## src/rtl/adc_packet_framer.sv

```systemverilog
// rtl/adc_packet_framer.sv - frames buffered ADC bytes into header+payload packets with an inter-packet gap
// Define FRAMER_CRC_EN to append a CRC-16-CCITT trailer over the payload bytes.
module adc_packet_framer #(
  parameter int unsigned PAYLOAD_BYTES = 1024,
  parameter int unsigned LEVEL_W       = 16,
  parameter int unsigned GAP_CYCLES    = 12,
  parameter logic [15:0] MAGIC         = 16'hADC1
) (
  input  logic               clk,
  input  logic               rst,
  input  logic               en,
  input  logic [7:0]         fifo_dout,
  input  logic               fifo_empty,
  input  logic [LEVEL_W-1:0] fifo_level,
  output logic               fifo_rd_en,
  output logic [7:0]         tx_data,
  output logic               tx_valid,
  input  logic               tx_ready,
  output logic               tx_last,
  output logic [31:0]        seq_num,
  output logic               busy,
  output logic               underrun
);

  localparam logic [15:0] LEN      = 16'(PAYLOAD_BYTES);
  localparam logic [15:0] LAST_IDX = 16'(PAYLOAD_BYTES - 1);
  localparam logic [15:0] GAP_LAST = 16'(GAP_CYCLES - 1);

  typedef enum logic [2:0] {
    IDLE,
    HDR,
    PAYLOAD,
`ifdef FRAMER_CRC_EN
    TRAILER,
`endif
    GAP
  } state_t;

  state_t      state;
  logic [63:0] hdr_sr;
  logic [2:0]  hdr_idx;
  logic [15:0] pay_cnt;
  logic [15:0] gap_cnt;
  logic [31:0] level_32;
  logic        level_ok;
  logic        pay_last;
  logic        xfer;

  assign level_32   = 32'(fifo_level);
  assign level_ok   = level_32 >= PAYLOAD_BYTES;
  assign pay_last   = pay_cnt == LAST_IDX;
  assign xfer       = tx_valid & tx_ready;
  assign fifo_rd_en = (state == PAYLOAD) & tx_ready & ~fifo_empty;
  assign busy       = state != IDLE;

`ifdef FRAMER_CRC_EN
  logic [15:0] crc;
  logic        trl_idx;

  function automatic logic [15:0] crc_step(input logic [15:0] c_in, input logic [7:0] d);
    logic [15:0] c;
    c = c_in ^ {d, 8'h00};
    for (int i = 0; i < 8; i++)
      c = c[15] ? ((c << 1) ^ 16'h1021) : (c << 1);
    return c;
  endfunction
`endif

  // Header comes from a shift register; payload passes straight through from the FWFT FIFO.
  always_comb begin
    tx_valid = 1'b0;
    tx_data  = 8'h00;
    tx_last  = 1'b0;
    case (state)
      HDR: begin
        tx_valid = 1'b1;
        tx_data  = hdr_sr[63:56];
      end
      PAYLOAD: begin
        tx_valid = ~fifo_empty;
        tx_data  = fifo_dout;
`ifndef FRAMER_CRC_EN
        tx_last  = ~fifo_empty & pay_last;
`endif
      end
`ifdef FRAMER_CRC_EN
      TRAILER: begin
        tx_valid = 1'b1;
        tx_data  = trl_idx ? crc[7:0] : crc[15:8];
        tx_last  = trl_idx;
      end
`endif
      default: ;
    endcase
  end

  always_ff @(posedge clk) begin
    if (rst) begin
      state    <= IDLE;
      hdr_sr   <= 64'd0;
      hdr_idx  <= 3'd0;
      pay_cnt  <= 16'd0;
      gap_cnt  <= 16'd0;
      seq_num  <= 32'd0;
      underrun <= 1'b0;
`ifdef FRAMER_CRC_EN
      crc      <= 16'd0;
      trl_idx  <= 1'b0;
`endif
    end else begin
      case (state)
        IDLE: begin
          if (en && level_ok) begin
            state   <= HDR;
            hdr_sr  <= {MAGIC, seq_num, LEN};
            hdr_idx <= 3'd0;
            pay_cnt <= 16'd0;
`ifdef FRAMER_CRC_EN
            crc     <= 16'hFFFF;
`endif
          end
        end
        HDR: begin
          if (xfer) begin
            hdr_sr  <= {hdr_sr[55:0], 8'h00};
            hdr_idx <= hdr_idx + 3'd1;
            if (hdr_idx == 3'd7)
              state <= PAYLOAD;
          end
        end
        PAYLOAD: begin
          if (fifo_empty)
            underrun <= 1'b1;
          if (xfer) begin
            pay_cnt <= pay_cnt + 16'd1;
`ifdef FRAMER_CRC_EN
            crc     <= crc_step(crc, fifo_dout);
            if (pay_last) begin
              state   <= TRAILER;
              trl_idx <= 1'b0;
            end
`else
            if (pay_last) begin
              state   <= GAP;
              gap_cnt <= 16'd0;
              seq_num <= seq_num + 32'd1;
            end
`endif
          end
        end
`ifdef FRAMER_CRC_EN
        TRAILER: begin
          if (xfer) begin
            trl_idx <= 1'b1;
            if (trl_idx) begin
              state   <= GAP;
              gap_cnt <= 16'd0;
              seq_num <= seq_num + 32'd1;
            end
          end
        end
`endif
        GAP: begin
          if (gap_cnt == GAP_LAST)
            state <= IDLE;
          else
            gap_cnt <= gap_cnt + 16'd1;
        end
        default: state <= IDLE;
      endcase
    end
  end

endmodule

```

## config.mk

```make
export PLATFORM = sky130hd
export DESIGN_NAME = adc_packet_framer
export DESIGN_NICKNAME = d
export VERILOG_FILES = /design/src/rtl/adc_packet_framer.sv
export SDC_FILE = /design/constraint.sdc
export NUM_CORES = 1
export LEC_CHECK = 0
export CAP_MARGIN = 20
export CORE_UTILIZATION = 55
export CTS_CLUSTER_DIAMETER = 100
export DETAILED_ROUTE_END_ITERATION = 8
export HOLD_SLACK_MARGIN = 0.06
export PLACE_DENSITY = 0.79
export SLEW_MARGIN = 20
export SYNTH_ARGS = -nofsm -noshare
export SYNTH_HDL_FRONTEND = slang
export SYNTH_SLANG_ARGS = --single-unit
```

## constraint.sdc

```tcl
create_clock -name clk -period 4.34 [get_ports clk]
set_clock_uncertainty 0.1 [all_clocks]
set_input_delay 0.868 -clock clk [delete_from_list [all_inputs] [get_ports clk]]
set_output_delay 0.868 -clock clk [all_outputs]
set_load 0.02 [all_outputs]
```

==> flow_metrics.tcl, run 1 <==
set metrics [dict create \
    status "finished, final reports clean" \
    placementRows 37 \
    avgSynthCellArea_sq_um 8.55 \
    antenna_found_initial 0 \
    synth-seq-area-share_pct 41.2 \
    rsz0062_at_grt "false" \
    drive_gt1_share_pct 7.37 \
    synth-async-reset-ratio_pct 0 \
    synth_top_area_share_pct 41.2 \
    holdPathStages 2 \
    nFillCells 860 \
    cpPeakStageDelay_ns 0.65 \
    core_sq_um 10300 \
    final_cells 869 \
    synth_top_flop_cell "dfxtp_1" \
    crit_required_ns 3.37 \
    post_cts_buffers 0 \
    cts.clk_slew.worst_paths_ns 0.06 \
    slowest_stage "ha_1" \
    startpoint_type "register" \
    dp.final_hpwl_mm 9.61 \
    synth_most_common_cell "dfxtp_1" \
    maxCapViolCount 0 \
    port_buffers 63 \
    vias 5437 \
    cts_tree "done" \
    finalHoldViolations 0 \
    power.leakage_nw 2.32 \
    clockBufferDepth 2 \
    grt_use_total_pct 26.7 \
    worstMarginPinSlew_ns 0.998 \
    ys_top_cells_by_area "dfxtp_1 (41%), nor2_1 (5.7%), mux2i_1 (5.0%), or4_1 (4.0%), a211oi_1 (3.2%)" \
    vdd_drop_max_mv 0.261 \
    gp_congestion 0.854 \
    worst_path_most_repeated_cell "inv_1" \
    drt_iter0_markers 297 \
    yosys-top-cells-count "dfxtp_1 (119), nor2_1 (88), nand2_1 (40)" \
    synth_edf_count 0 \
    syn-num-nets 714 \
    holdCritPathClass "register to register" \
    cp_max_fo 19 \
    post_drt_wl_per_cell_um 16.3 \
    yosysTopAreaCell "dfxtp_1" \
    arrival_ns 2.90 \
    cts_buffers 17 \
    layout.nets 758 \
    post_cts_resized 0 \
    die-height_um 105 \
    drt-total-wl_mm 14.2 \
    start_util_pct 56.2 \
    die-area_sq_um 10900 \
    cts_sinks 119 \
    area.sequential_sq_um 2380 \
    slew_violations 0 \
    total_power_w 0.00345 \
    synthToLayoutAreaGrowth_pct 21.0 \
    tns_ns 0 \
    cp_cell_sequence "inv_1 -> ha_1 -> inv_1 -> nor4_1 -> clkdlybuf4s50_1" \
    drcViolationCount 0 \
    grt_pass1_vias 5051 \
    r2r_cells 7 \
    end_kind "primary output" \
    ys_seq_elements 119 \
    setup_viol_count_final 0 \
    synthCells 676 \
    synth_warnings 0 \
    grt_pass1_wl_mm 23.9 \
    vias_per_cell 6.26 \
    clk_latency_ns 0.52 \
    synth_cell_types 56 \
    diodes 0 \
    multi_input_area_sq_um 3170 \
    cts_root_buffer "clkbuf_8" \
    fin_crit_sh_pct 89.0 \
    cts_hold_buffers 0 \
    ant_nets 0 \
    cts_htree_levels 4 \
    period_needed_ns 3.86 \
    io_pins 74 \
    fmax_mhz 259 \
    critPathKind "register to primary output" \
    dp_cells 837 \
    die_w_um 105 \
    drt-pass1-iter-count 6 \
    power.density_nw_per_um2 494 \
    grt_max_degree 86 \
    slew_headroom_pct 32.6 \
    netlist_area_sq_um 5780 \
    overflow 0 \
]
## metal layers
metal	share of wire (%)	global-route usage [%]	up-vias	wire, um
li1	-	-	2644	-
met1	43	34.1	2564	6050
met2	49	43.8	204	7010
met3	5.9	6.45	25	840
met4	1.9	9.80	0	265
met5	0	0	-	0
## report_power, final
part | leakage [nW] | total (W) | internal (W) | switching, W
registers | 0.966 | 0.00130 | 0.00122 | 0.0000759
clock network | 0.261 | 0.00125 | 0.000713 | 0.000540
logic | 1.09 | 0.000900 | 0.000324 | 0.000575
## worst paths after layout
kind	from	to	slack, ns
worst max-delay path	state[0]	tx_last	0.48
worst min-delay path	underrun	underrun	0.38
worst max register to register	state[0]	seq_num[29]	1.07
worst min register to register	underrun	underrun	0.38
## layout by cell type (no fill, tap or decap), drive strengths merged, types with 11 or more instances in the layout
cell type      instances
nand4                 28
clkbuf                17
mux2i                 29
o31ai                 23
a21oi                 34
or4                   32
nor2b                 11
a22oi                 25
nand3                 19
nor3                  14
o21ai                 16
nor2                  88
nand2                 40
a211oi                25
dfxtp                119
clkdlybuf4s50         62
inv                   19
## state kept, by name (all words and copies together), names as in the netlist
register  flops
hdr_sr       49
seq_num      32
gap_cnt      16
pay_cnt      16
hdr_idx       3
state         2
underrun      1
## metrics by stage
step | hold slack, ns | worst slack, ns | area (sq um) | util [%]
3_5_place_dp | 0.363 | 0.756 | 6460 | 62.8
6_report | 0.376 | 0.477 | 6990 | 68.1
3_3_place_gp | 0.354 | 0.873 | 6460 | 62.8
2_1_floorplan | 0.352 | 1.59 | 5780 | -
5_1_grt | 0.417 | 0.301 | 6990 | 68.1
4_1_cts | 0.376 | 0.476 | 6990 | 68.1
## logic make-up after synthesis
family	share of synthesized area [%]
DFF	41.2
and+or+nand+nor	25.7
xor gates and xnor gates	2.73
adders and majority gates	1.95
buffers and inverters	3.94
AOI/OAI and AO/OA	19.2
muxes	5.22
## worst max-delay path: cells and delay by family, from the launching register on
| family | cells | cell delay (ns) |
|---|---|---|
| flip-flops | 1 | 0.33 |
| adder cells (fa/ha/maj) | 1 | 0.65 |
| buffers and inverters | 3 | 1.05 |
| AND/OR/NAND/NOR | 1 | 0.34 |
## final cells by class
type	count	share of cell area (%)
multi-input cells	498	45.4
flip-flops and latches	119	34.1
repair buffers	70	9.70
clock buffers	17	5.92
well taps	136	2.43
clock inverters	15	1.77
inverters	14	0.751
No activity file was read; power rests on OpenSTA's default activity.
==> inputs of run 2 (changes only) <==
Settings changed: CORE_ASPECT_RATIO set to 0.75.
==> run 2 against run 1 <==
Cell count did not move. Sequential share of layout area fell by 0.69 points. Register-to-register slack got worse by 0.03 ns. Largest power group is now clock.
==> flow_metrics.tcl, run 2 (synthesis results as in run 1) <==
set metrics [dict create \
    placementRows 32 \
    vdd_drop_max_mv 0.301 \
    drive_gt1_share_pct 7.23 \
    r2r_cells 7 \
    rsz0062_at_grt "false" \
    final_common_cell "dfxtp_1" \
    core_sq_um 10200 \
    regMostFlops "hdr_sr" \
    postLayoutCoreUtil_pct 69.6 \
    post_cts_buffers 0 \
    antenna_found_initial 0 \
    timing.critical_path.buf_inv 3 \
    cts_hold_buffers 0 \
    period_needed_ns 3.81 \
    grt_max_degree 59 \
    overflow 0 \
    post_drt_wl_per_cell_um 17.2 \
    gp_congestion 0.870 \
    path_delay_family "buffers and inverters" \
    start_util_pct 56.4 \
    setup_viol_count_final 0 \
    worstMarginPinSlew_ns 1.01 \
    drcViolationCount 0 \
    r2r-end "seq_num[31]" \
    top_regs "hdr_sr: 49 flops, seq_num: 32 flops" \
    rrSetupSlack_ns 1.04 \
    slew_violations 0 \
    clk_latency_ns 0.42 \
    hold_end "underrun" \
    cts_tree "done" \
    critPathKind "register to primary output" \
    holdPathStages 2 \
    crit_required_ns 3.37 \
    end_kind "primary output" \
    cts_root_buffer "clkbuf_16" \
    worst_path_most_repeated_cell "inv_1" \
    slowest_stage "clkdlybuf4s50_1" \
    cts_htree_levels 4 \
    cts.clk_slew.worst_paths_ns 0.05 \
    cts_buffers 17 \
    port_buffers 63 \
    io_pins 74 \
    die-height_um 90.8 \
    fin_crit_sh_pct 87.9 \
    grt_pass1_vias 5217 \
    cp_cell_sequence "inv_1 -> ha_1 -> inv_1 -> nor4_1 -> clkdlybuf4s50_1" \
    grt_most_used_layer "met2" \
    vias 5505 \
    grt_use_total_pct 28.5 \
    power.leakage_nw 2.39 \
    largest_reg_flops 49 \
    vias_per_cell 6.33 \
    drt_iter0_markers 383 \
    startpoint_type "register" \
    grt_pass1_wl_mm 24.9 \
    post_cts_resized 0 \
    diodes 0 \
    die-area_sq_um 10900 \
    layout.nets 759 \
    power.density_nw_per_um2 535 \
    maxCapViolCount 0 \
    met1_usage_pct 37.5 \
    cts_sinks 119 \
    holdCritPathClass "register to register" \
    arrival_ns 2.85 \
    grt_use_met3_pct 6.31 \
    hp-start "underrun" \
    drt-pass1-iter-count 5 \
    ant_nets 0 \
    cpPeakStageDelay_ns 0.67 \
    slew_headroom_pct 32.9 \
    dp.final_hpwl_mm 9.76 \
    final_cell_mix "dfxtp_1 (119), nor2_1 (88), clkdlybuf4s50_1 (62)" \
    synthToLayoutAreaGrowth_pct 23.5 \
    status "finished, final reports clean" \
    die_w_um 120 \
    cp_max_fo 19 \
    tns_ns 0 \
    drt-total-wl_mm 15.0 \
    r2r-start "state[0]" \
    nFillCells 803 \
    fmax_mhz 262 \
    clockBufferDepth 2 \
    finalHoldViolations 0 \
    gr-usage-met2_pct 45.3 \
]
## run 2: cell count changes in the layout (fill, tap and decap cells not counted), sizes merged
cell,change
bufinv,+5
clkinvlp,-1
buf,+1
inv,-5
clkbuf,+7
clkinv,-7
## run 2: layout make-up
class | instances | area (sq um) | share of cell area [%]
multi-input cells | 498 | 3170 | 44.5
clock inverters | 7 | 163 | 2.28
clock buffers | 24 | 512 | 7.17
well taps | 136 | 170 | 2.38
repair buffers | 71 | 686 | 9.61
flip-flops and latches | 119 | 2380 | 33.4
inverters | 14 | 52.6 | 0.736
## run 2: per-layer routing
metal / routed length, um / up-vias / share of wire, %
met2: 7110 / 163 / 48
met3: 868 / 26 / 5.8
met5: 0 / - / 0
met1: 6750 / 2679 / 45
met4: 237 / 0 / 1.6
li1: - / 2637 / -
## run 2: worst register-to-register path: stages, from the launching register on
cell and delay, ns:
dfxtp_1 0.33, inv_1 0.11, ha_1 0.65, nand3_1 0.30, or4_1 0.78, nor3_4 0.41, nand4_1 0.17, mux2_1 0.34
## run 2: worst max-delay path by stage
stage / from / endpoint / slack (ns) / depth (start not counted)
global route: state[0] / tx_last / 0.46 / 5
global placement: tx_ready / seq_num[31] / 0.88 / 6
floorplan: fifo_level[15] / hdr_idx[1] / 1.59 / 7
CTS: state[0] / tx_last / 0.56 / 5
finish: state[0] / tx_last / 0.53 / 5
detailed placement: fifo_level[15] / hdr_sr[50] / 0.79 / 7
## run 2: power breakdown
| group | switching [W] | internal [W] | total [W] |
|---|---|---|---|
| sequential | 0.0000758 | 0.00122 | 0.00130 |
| combinational | 0.000596 | 0.000326 | 0.000922 |
| clock | 0.000488 | 0.00111 | 0.00159 |
| total | 0.00116 | 0.00266 | 0.00382 |
## run 2: stage by stage
step           worst slack (ns)  power, W  hold slack (ns)  instance area (sq um)  std cells
5_1_grt                   0.456   0.00399            0.413                   7140        869
2_1_floorplan              1.59   0.00197            0.352                   5780        676
3_5_place_dp              0.789   0.00223            0.369                   6460        838
6_report                  0.525   0.00382            0.372                   7140        869
3_3_place_gp              0.875   0.00218            0.356                   6460        838
4_1_cts                   0.562   0.00382            0.380                   7140        869
